`src/rtl/pulse_stretcher.sv`:
```
// pulse_stretcher: turns single-cycle event pulses into fixed-length LED
// blinks separated by a guaranteed dark gap. Events arriving during a blink
// or gap are queued per channel (saturating), each producing its own blink.
// All channels share one tick prescaler; everything else is per channel.
module pulse_stretcher #(
  parameter int unsigned WIDTH          = 1,
  parameter int unsigned TICK_CNT_MAX   = 62500,
  parameter int unsigned ON_TICKS       = 200,
  parameter int unsigned GAP_TICKS      = 50,
  parameter int unsigned PEND_MAX       = 3,
  parameter int unsigned TICK_CNT_WIDTH = $clog2(TICK_CNT_MAX),
  parameter int unsigned DUR_CNT_WIDTH  =
    $clog2((ON_TICKS > GAP_TICKS) ? ON_TICKS : GAP_TICKS) + 1,
  parameter int unsigned PEND_WIDTH     = $clog2(PEND_MAX) + 1
) (
  input  logic             clk,
  input  logic             rst_n,
  input  logic [WIDTH-1:0] event_pulse,
  output logic [WIDTH-1:0] stretched,
  output logic [WIDTH-1:0] busy
);

  typedef enum logic [1:0] {
    S_IDLE = 2'd0,
    S_ON   = 2'd1,
    S_GAP  = 2'd2
  } state_e;

  localparam logic [TICK_CNT_WIDTH-1:0] TICK_LAST  = TICK_CNT_WIDTH'(TICK_CNT_MAX - 1);
  localparam logic [TICK_CNT_WIDTH-1:0] TICK_ONE   = TICK_CNT_WIDTH'(1);
  localparam logic [DUR_CNT_WIDTH-1:0]  DUR_ON     = DUR_CNT_WIDTH'(ON_TICKS);
  localparam logic [DUR_CNT_WIDTH-1:0]  DUR_GAP    = DUR_CNT_WIDTH'(GAP_TICKS);
  localparam logic [DUR_CNT_WIDTH-1:0]  DUR_ONE    = DUR_CNT_WIDTH'(1);
  localparam logic [PEND_WIDTH-1:0]     PEND_LIMIT = PEND_WIDTH'(PEND_MAX);
  localparam logic [PEND_WIDTH-1:0]     PEND_ONE   = PEND_WIDTH'(1);

  // Shared prescaler
  logic [TICK_CNT_WIDTH-1:0] tick_cnt_q, tick_cnt_d;
  logic                      tick_q, tick_d;

  // Per-channel state
  state_e                   state_q [WIDTH];
  state_e                   state_d [WIDTH];
  logic [DUR_CNT_WIDTH-1:0] dur_q   [WIDTH];
  logic [DUR_CNT_WIDTH-1:0] dur_d   [WIDTH];
  logic [PEND_WIDTH-1:0]    pend_q  [WIDTH];
  logic [PEND_WIDTH-1:0]    pend_d  [WIDTH];
  logic [WIDTH-1:0]         stretched_q, stretched_d;

  // Prescaler next state: wrap at TICK_CNT_MAX-1 and flag the wrap as a tick
  always_comb begin
    tick_d     = (tick_cnt_q == TICK_LAST);
    tick_cnt_d = tick_d ? '0 : tick_cnt_q + TICK_ONE;
  end

  // Prescaler registers
  always_ff @(posedge clk or negedge rst_n) begin
    if (!rst_n) begin
      tick_cnt_q <= '0;
      tick_q     <= 1'b0;
    end else begin
      tick_cnt_q <= tick_cnt_d;
      tick_q     <= tick_d;
    end
  end

  // Per-channel next state: the event is folded into the pending count first,
  // and a GAP expiry then consumes from that updated (saturated) count.
  always_comb begin
    logic [PEND_WIDTH-1:0] pend_cnt;
    pend_cnt    = '0;
    stretched_d = '0;
    for (int unsigned i = 0; i < WIDTH; i++) begin
      state_d[i] = state_q[i];
      dur_d[i]   = dur_q[i];
      pend_d[i]  = pend_q[i];

      pend_cnt = pend_q[i];
      if (event_pulse[i] && (pend_q[i] < PEND_LIMIT)) begin
        pend_cnt = pend_q[i] + PEND_ONE;
      end

      unique case (state_q[i])
        S_IDLE: begin
          if (event_pulse[i]) begin
            state_d[i] = S_ON;
            dur_d[i]   = DUR_ON;
          end
        end
        S_ON: begin
          pend_d[i] = pend_cnt;
          if (tick_q) begin
            if (dur_q[i] == DUR_ONE) begin
              state_d[i] = S_GAP;
              dur_d[i]   = DUR_GAP;
            end else begin
              dur_d[i] = dur_q[i] - DUR_ONE;
            end
          end
        end
        S_GAP: begin
          pend_d[i] = pend_cnt;
          if (tick_q) begin
            if (dur_q[i] == DUR_ONE) begin
              if (pend_cnt != '0) begin
                state_d[i] = S_ON;
                dur_d[i]   = DUR_ON;
                pend_d[i]  = pend_cnt - PEND_ONE;
              end else begin
                state_d[i] = S_IDLE;
                dur_d[i]   = '0;
              end
            end else begin
              dur_d[i] = dur_q[i] - DUR_ONE;
            end
          end
        end
        default: begin
          state_d[i] = S_IDLE;
          dur_d[i]   = '0;
          pend_d[i]  = '0;
        end
      endcase

      stretched_d[i] = (state_d[i] == S_ON);
    end
  end

  // Per-channel registers
  always_ff @(posedge clk or negedge rst_n) begin
    if (!rst_n) begin
      for (int unsigned i = 0; i < WIDTH; i++) begin
        state_q[i] <= S_IDLE;
        dur_q[i]   <= '0;
        pend_q[i]  <= '0;
      end
      stretched_q <= '0;
    end else begin
      for (int unsigned i = 0; i < WIDTH; i++) begin
        state_q[i] <= state_d[i];
        dur_q[i]   <= dur_d[i];
        pend_q[i]  <= pend_d[i];
      end
      stretched_q <= stretched_d;
    end
  end

  // Busy decode: any channel not idle or still holding queued events
  always_comb begin
    busy = '0;
    for (int unsigned i = 0; i < WIDTH; i++) begin
      busy[i] = (state_q[i] != S_IDLE) || (pend_q[i] != '0);
    end
  end

  assign stretched = stretched_q;

endmodule

```
`config.mk`:
```
export PLATFORM = sky130hd
export DESIGN_NAME = pulse_stretcher
export DESIGN_NICKNAME = d
export VERILOG_FILES = /design/src/rtl/pulse_stretcher.sv
export SDC_FILE = /design/constraint.sdc
export NUM_CORES = 1
export LEC_CHECK = 0
export CORE_MARGIN = 4
export CORE_UTILIZATION = 33
export CTS_CLUSTER_DIAMETER = 100
export DETAILED_ROUTE_END_ITERATION = 12
export GPL_TIMING_DRIVEN = 0
export HOLD_SLACK_MARGIN = 0.12
export PLACE_DENSITY = 0.52
export SLEW_MARGIN = 20
export SYNTH_ARGS = -nofsm -noshare
export SYNTH_HDL_FRONTEND = slang
export SYNTH_SLANG_ARGS = --single-unit
export TNS_END_PERCENT = 20
```
`constraint.sdc`:
```
create_clock -name clk -period 2.76 [get_ports clk]
set_input_delay 0.276 -clock clk [delete_from_list [all_inputs] [get_ports clk]]
set_output_delay 0.276 -clock clk [all_outputs]
set_load 0.1 [all_outputs]
```
======== Word-level counts from Yosys, hierarchy flattened ========
Index checks and enable logic that the tools add are counted.
cells by class
  add/sub/neg operators ................... 4
  $lt $le $gt $ge ......................... 1
  eq/ne operators ......................... 8
  mux-type cells .......................... 20
  reductions and logical operators ........ 7
operators with widths
  kind                                                                   number
  9-bit two-way mux                                                      5
  9-bit case mux with 3 select lines                                     1
  16-bit by 1-bit adder with 16-bit output, second input constant        1
  16-bit equality test, second input constant                            1
  16-bit two-way mux                                                     1
  3-bit two-way mux                                                      4
  2-bit two-way mux                                                      5
  9-bit by 1-bit equality test with 1-bit output, second input constant  1
  3-bit case mux with 3 select lines                                     1
  9-bit by 1-bit subtractor with 9-bit output, second input constant     1
  8-bit two-way mux                                                      1
  2-bit != test, second input constant                                   3
  2-bit case mux with 3 select lines                                     1
  3-bit nonzero test                                                     2
  2-bit by 1-bit equality test with 1-bit output, second input constant  2
  3-bit by 1-bit adder with 3-bit output, second input constant          1
  3-bit by 2-bit < comparator with 1-bit output, second input constant   1
  3-bit AND reduction                                                    1
  3-bit by 1-bit subtractor with 3-bit output, second input constant     1
  2-bit equality test, second input constant                             1
  2-bit logical NOT                                                      1
  2-bit nonzero test                                                     1
  1-bit logical AND                                                      1
  1-bit logical OR                                                       1
  1-bit two-way mux                                                      1
word-level totals
  flip-flop bits (word level) ............. 32
  input port bits ......................... 3
  output and inout bits ................... 2
  logic and storage cells ................. 46

======== Logic depth before layout (Yosys ltp) ========
  depth in word-level cells ............... 9
  depth in mapped cells ................... 8
  mapped depth without buffers ............ 8

======== Least setup slack after synthesis ========
No wires, ideal clock.
  kind .................................... register -> output
  from .................................... register state_q[0] (netlist bit)
  to ...................................... output busy
  arrival ................................. 1.743 ns
  setup slack ............................. 0.741 ns
  cell stages (with the launch flop) ...... 5
  path buffers ............................ 1
  cells stage by stage .................... dfrtp_1 -> inv_1 -> ha_1 -> clkbuf_1 -> nand3b_1
on the way
  word-level cells in the longest chain between the ends .. 2
ends and longest elaborated chain
  item                               RTL line  source
  from (decl)                        42        state_e state_q [WIDTH];
  from (signal, indexed assignment)  140       state_q[i] <= state_d[i];
  2-bit nonzero test                 152       busy[i] = (state_q[i] != S_IDLE) || (pend_q[i] != '0);
  1-bit logical OR                   152
  to (decl)                          20        output logic [WIDTH-1:0] busy
No other way between the ends.

======== Worst setup path after layout ========
Same ends and word-level chain as after synthesis.

==> results.sh <==
export IMPL_hold_viol=0
export IMPL_r2r_setup_slack_ns=0.50
export IMPL_insertedDiodeCount=0
export IMPL_cp_top_family="buffers and inverters"
export IMPL_critPathKind="reg -> out"
export IMPL_viasPerCell=5.35
export IMPL_crit_chain="inv_1 -> ha_1 -> clkbuf_1 -> nand3b_1 -> dlygate4sd2_1"
export IMPL_pwr_share_comb=0.386
export IMPL_status="finished clean"
export IMPL_synth_fp_nets=214
export IMPL_skew_ns=0.00542
export IMPL_totalWireLength_mm=3.85
export IMPL_drtIter0Drc=114
export IMPL_clock_sinks=32
export IMPL_ioPinCount=5
export IMPL_worst_slew_pin_slew_ns=0.964
export IMPL_syn_area_per_cell_um2=9.75
export IMPL_initial_core_util=0.348
export IMPL_ys_seq_area_frac=0.408
export IMPL_yosysTopAreaCellShare=0.408
export IMPL_coreArea_mm2=0.00564
export IMPL_ys_warn_count=0
export IMPL_synthToLayoutAreaGrowth_pct=14.3
export IMPL_worst_path_max_delay_cell="dlygate4sd2_1"
export IMPL_num_rows=27
export IMPL_p_int_mw=1.11
export IMPL_drc_errors=0
export IMPL_cp_max_fo=10
export IMPL_crit_end="busy"
export IMPL_rsz0062_at_grt="false"
export IMPL_die_area_mm2=0.00724
export IMPL_synth_edf_count=0
export IMPL_htreeDepth=2
export IMPL_cp_end_kind="primary output"
export IMPL_drive_gt1_frac=0.102
export IMPL_p_leak_nw=0.911
export IMPL_dieWidth_um=85.1
export IMPL_async_reset_ff_frac=1.00
export IMPL_cts_buffers=5
export IMPL_grt_max_degree=33
export IMPL_critical_path_max_stage_delay_ns=0.85
export IMPL_r2r_cells=8
export IMPL_final_max_slew_viol_count=0
export IMPL_critPathLaunchType="flip-flop"
export IMPL_dpl_hpwl_mm=2.74
export IMPL_vias=1535
export IMPL_power_switching_uw=719
export IMPL_seq_power_share=0.345
export IMPL_period_share=0.920
export IMPL_setup_viol=0
export IMPL_worst_path_buf_inv=3
export IMPL_track_usage=0.120
export IMPL_grt_pass1_wl_mm=7.00
export IMPL_postCtsSetupBuffers=0
export IMPL_cts_root_buf="clkbuf_8"
export IMPL_clock_latency_ns=0.28
export IMPL_synthCells=201
export IMPL_grt_ovfl_total=0
export IMPL_yosysTopAreaCell="dfrtp_1"
export IMPL_drt_pass1_iter_count=4
export IMPL_grt_pass1_vias=1460
export IMPL_slew_headroom=0.355
export IMPL_crit_cells=5
export IMPL_tritoncts="yes"
export IMPL_layout_nets=227
export IMPL_cap_violations=0
export IMPL_min_period_ns=2.54
export IMPL_ant_nets=0
export IMPL_max_freq_mhz=394
export IMPL_r2r_end="dur_q[6]"
export IMPL_antenna_found_initial=0
export IMPL_mappedNetlistArea_mm2=0.00196
export IMPL_ys_top_cells_by_area="dfrtp_1 (41%), ha_1 (6.4%), o21ai_0 (4.3%)"
export IMPL_hold_worst_slack_ns=0.473
export IMPL_critPathLaunch="state_q[0]"
export IMPL_fin_tns_setup_ns=0
export IMPL_wire_per_inst_um=13.4
export IMPL_pwr_density_cell_mw_per_mm2=815
export IMPL_synth_seq_cells=32
export IMPL_cp_required_ns=2.48
export IMPL_min_path_type="in -> async"
export IMPL_die_h_um=85.1
export IMPL_cts_path_max_buffers=2
export IMPL_critPathArrivalTime_ns=2.26
export IMPL_p_clk_frac=0.268
export IMPL_gp_congestion=0.749
export IMPL_switching_share=0.394
export IMPL_synthFlopType="dfrtp_1"
export IMPL_clkTransAtPathRegs_ns=0.07
export IMPL_port_buffers=4
export IMPL_vdd_drop_max_mv=0.584
export IMPL_synth_cell_types=53
export IMPL_regToRegStartpoint="pend_q[0]"
## kinds of logic after synthesis
kind of cell | share of synthesized area
buffers and inverters | 0.0274
AO/OA/AOI/OAI | 0.197
XOR/XNOR | 0.0447
AND/OR/NAND/NOR | 0.248
flip-flops | 0.408
multiplexers | 0.0102
adder cells (fa/ha/maj) | 0.0638
## how the worst min path moves through the flow
stage / depth (start not counted) / start / slack (ns) / end
global route: 3 / rst_n / 0.51 / dur_q[3]
global placement: 1 / tick_cnt_q[11] / 0.49 / tick_cnt_q[11]
finish: 3 / rst_n / 0.47 / dur_q[1]
CTS: 3 / rst_n / 0.47 / tick_cnt_q[2]
floorplan: 0 / rst_n / -0.02 / dur_q[0]
detailed placement: 2 / rst_n / 0.25 / dur_q[0]
## state kept, by name, summed over array words and instances (netlist names)
| register | flops |
|---|---|
| state_q | 2 |
| dur_q | 9 |
| tick_cnt_q | 16 |
| stretched | 1 |
| tick_q | 1 |
| pend_q | 3 |
## worst reg2reg max path, cell delays in order, from the launching register on
cell and delay (ns):
dfrtp_1 0.45, inv_1 0.11, ha_1 0.32, a22o_1 0.25, inv_1 0.06, ha_1 0.19, a211oi_2 0.10, o21ai_0 0.38
o311ai_0 0.24
## power groups by stage
stage | Combinational, mW | Sequential [mW] | Clock [mW]
after global placement | 0.709 | 0.638 | 0
after global routing | 0.775 | 0.646 | 0.533
after floorplan | 0.517 | 0.664 | 0
final | 0.706 | 0.631 | 0.491
after CTS | 0.712 | 0.633 | 0.510
after detailed placement | 0.713 | 0.638 | 0
## area by class of cell
cell class                      count  area [µm²]
Fill cell                         570        3400
Multi-Input combinational cell    155        1110
Tap cell                           72        90.1
Buffer                              3        12.5
Clock inverter                      1        30.0
Sequential cell                    32         801
Timing Repair Buffer                6        63.8
Inverter                           11        41.3
Clock buffer                        7        96.3
## timing repair
action                     4_1_cts  5_1_grt
hold buffers                     1        0
resized for setup                1        0
hold endpoints to repair        32        0
setup endpoints to repair        1        0
## cell usage after synthesis (2+ instances only)
| cell type | n |
|---|---|
| nand2_1 | 15 |
| or4bb_1 | 2 |
| nor2b_1 | 5 |
| o2bb2ai_1 | 2 |
| o21ai_0 | 17 |
| xnor2_1 | 8 |
| clkbuf_1 | 2 |
| nand3_1 | 6 |
| nand4_1 | 6 |
| nand4bb_1 | 2 |
| dfrtp_1 | 32 |
| xor2_1 | 2 |
| mux2i_1 | 2 |
| a21oi_1 | 9 |
| inv_1 | 11 |
| nor2_1 | 18 |
| a211oi_1 | 2 |
| a21o_1 | 2 |
| o31a_1 | 2 |
| nor3b_1 | 2 |
| a22oi_1 | 2 |
| a31oi_1 | 3 |
| nand3b_1 | 3 |
| nor4_4 | 2 |
| nand2b_1 | 2 |
| ha_1 | 10 |
| a2111oi_0 | 2 |
| nor3_1 | 3 |
| o21a_1 | 2 |
| or4_4 | 2 |
## metal layers
| layer | vias up | global-route usage | wire, µm | part of all wire |
|---|---|---|---|---|
| met4 | 0 | 0.0432 | 63 | 0.016 |
| met3 | 6 | 0.0320 | 136 | 0.035 |
| met5 | - | 0 | 0 | 0 |
| li1 | 772 | - | - | - |
| met1 | 734 | 0.158 | 1860 | 0.48 |
| met2 | 23 | 0.189 | 1790 | 0.46 |
## stage by stage
stage	util	instance area (µm²)	worst slack [ns]	power [mW]	std cells
after floorplan	-	1960	0.741	1.18	201
after global placement	0.371	2090	0.153	1.35	277
after detailed placement	0.373	2110	0.129	1.35	278
after CTS	0.397	2240	0.194	1.85	287
after global routing	0.397	2240	0.0806	1.95	287
final	0.397	2240	0.220	1.83	287
## placed cells by master, fill, tap and decap left out, types with 2 or more instances in the layout
cell type and instances:
dfrtp_1 32, nor2_1 18, o21ai_0 17, nand2_1 15
inv_1 11, ha_1 10, a21oi_1 9, xnor2_1 8
clkbuf_8 7, nand3_1 6, nand4_1 6, nor2b_1 5
a31oi_1 3, nor3_1 3, nand3b_1 3, clkbuf_1 2
buf_2 2, nor4_4 2, nand2b_1 2, a211oi_1 2
nand4bb_1 2, o21a_1 2, or4_4 2, o31a_1 2
or4bb_1 2, xor2_1 2, nor3b_1 2, a2111oi_0 2
mux2i_1 2, a21o_1 2, o2bb2ai_1 2, a22oi_1 2
clkdlybuf4s50_1 2
No activity file was read; power rests on OpenSTA's default activity.
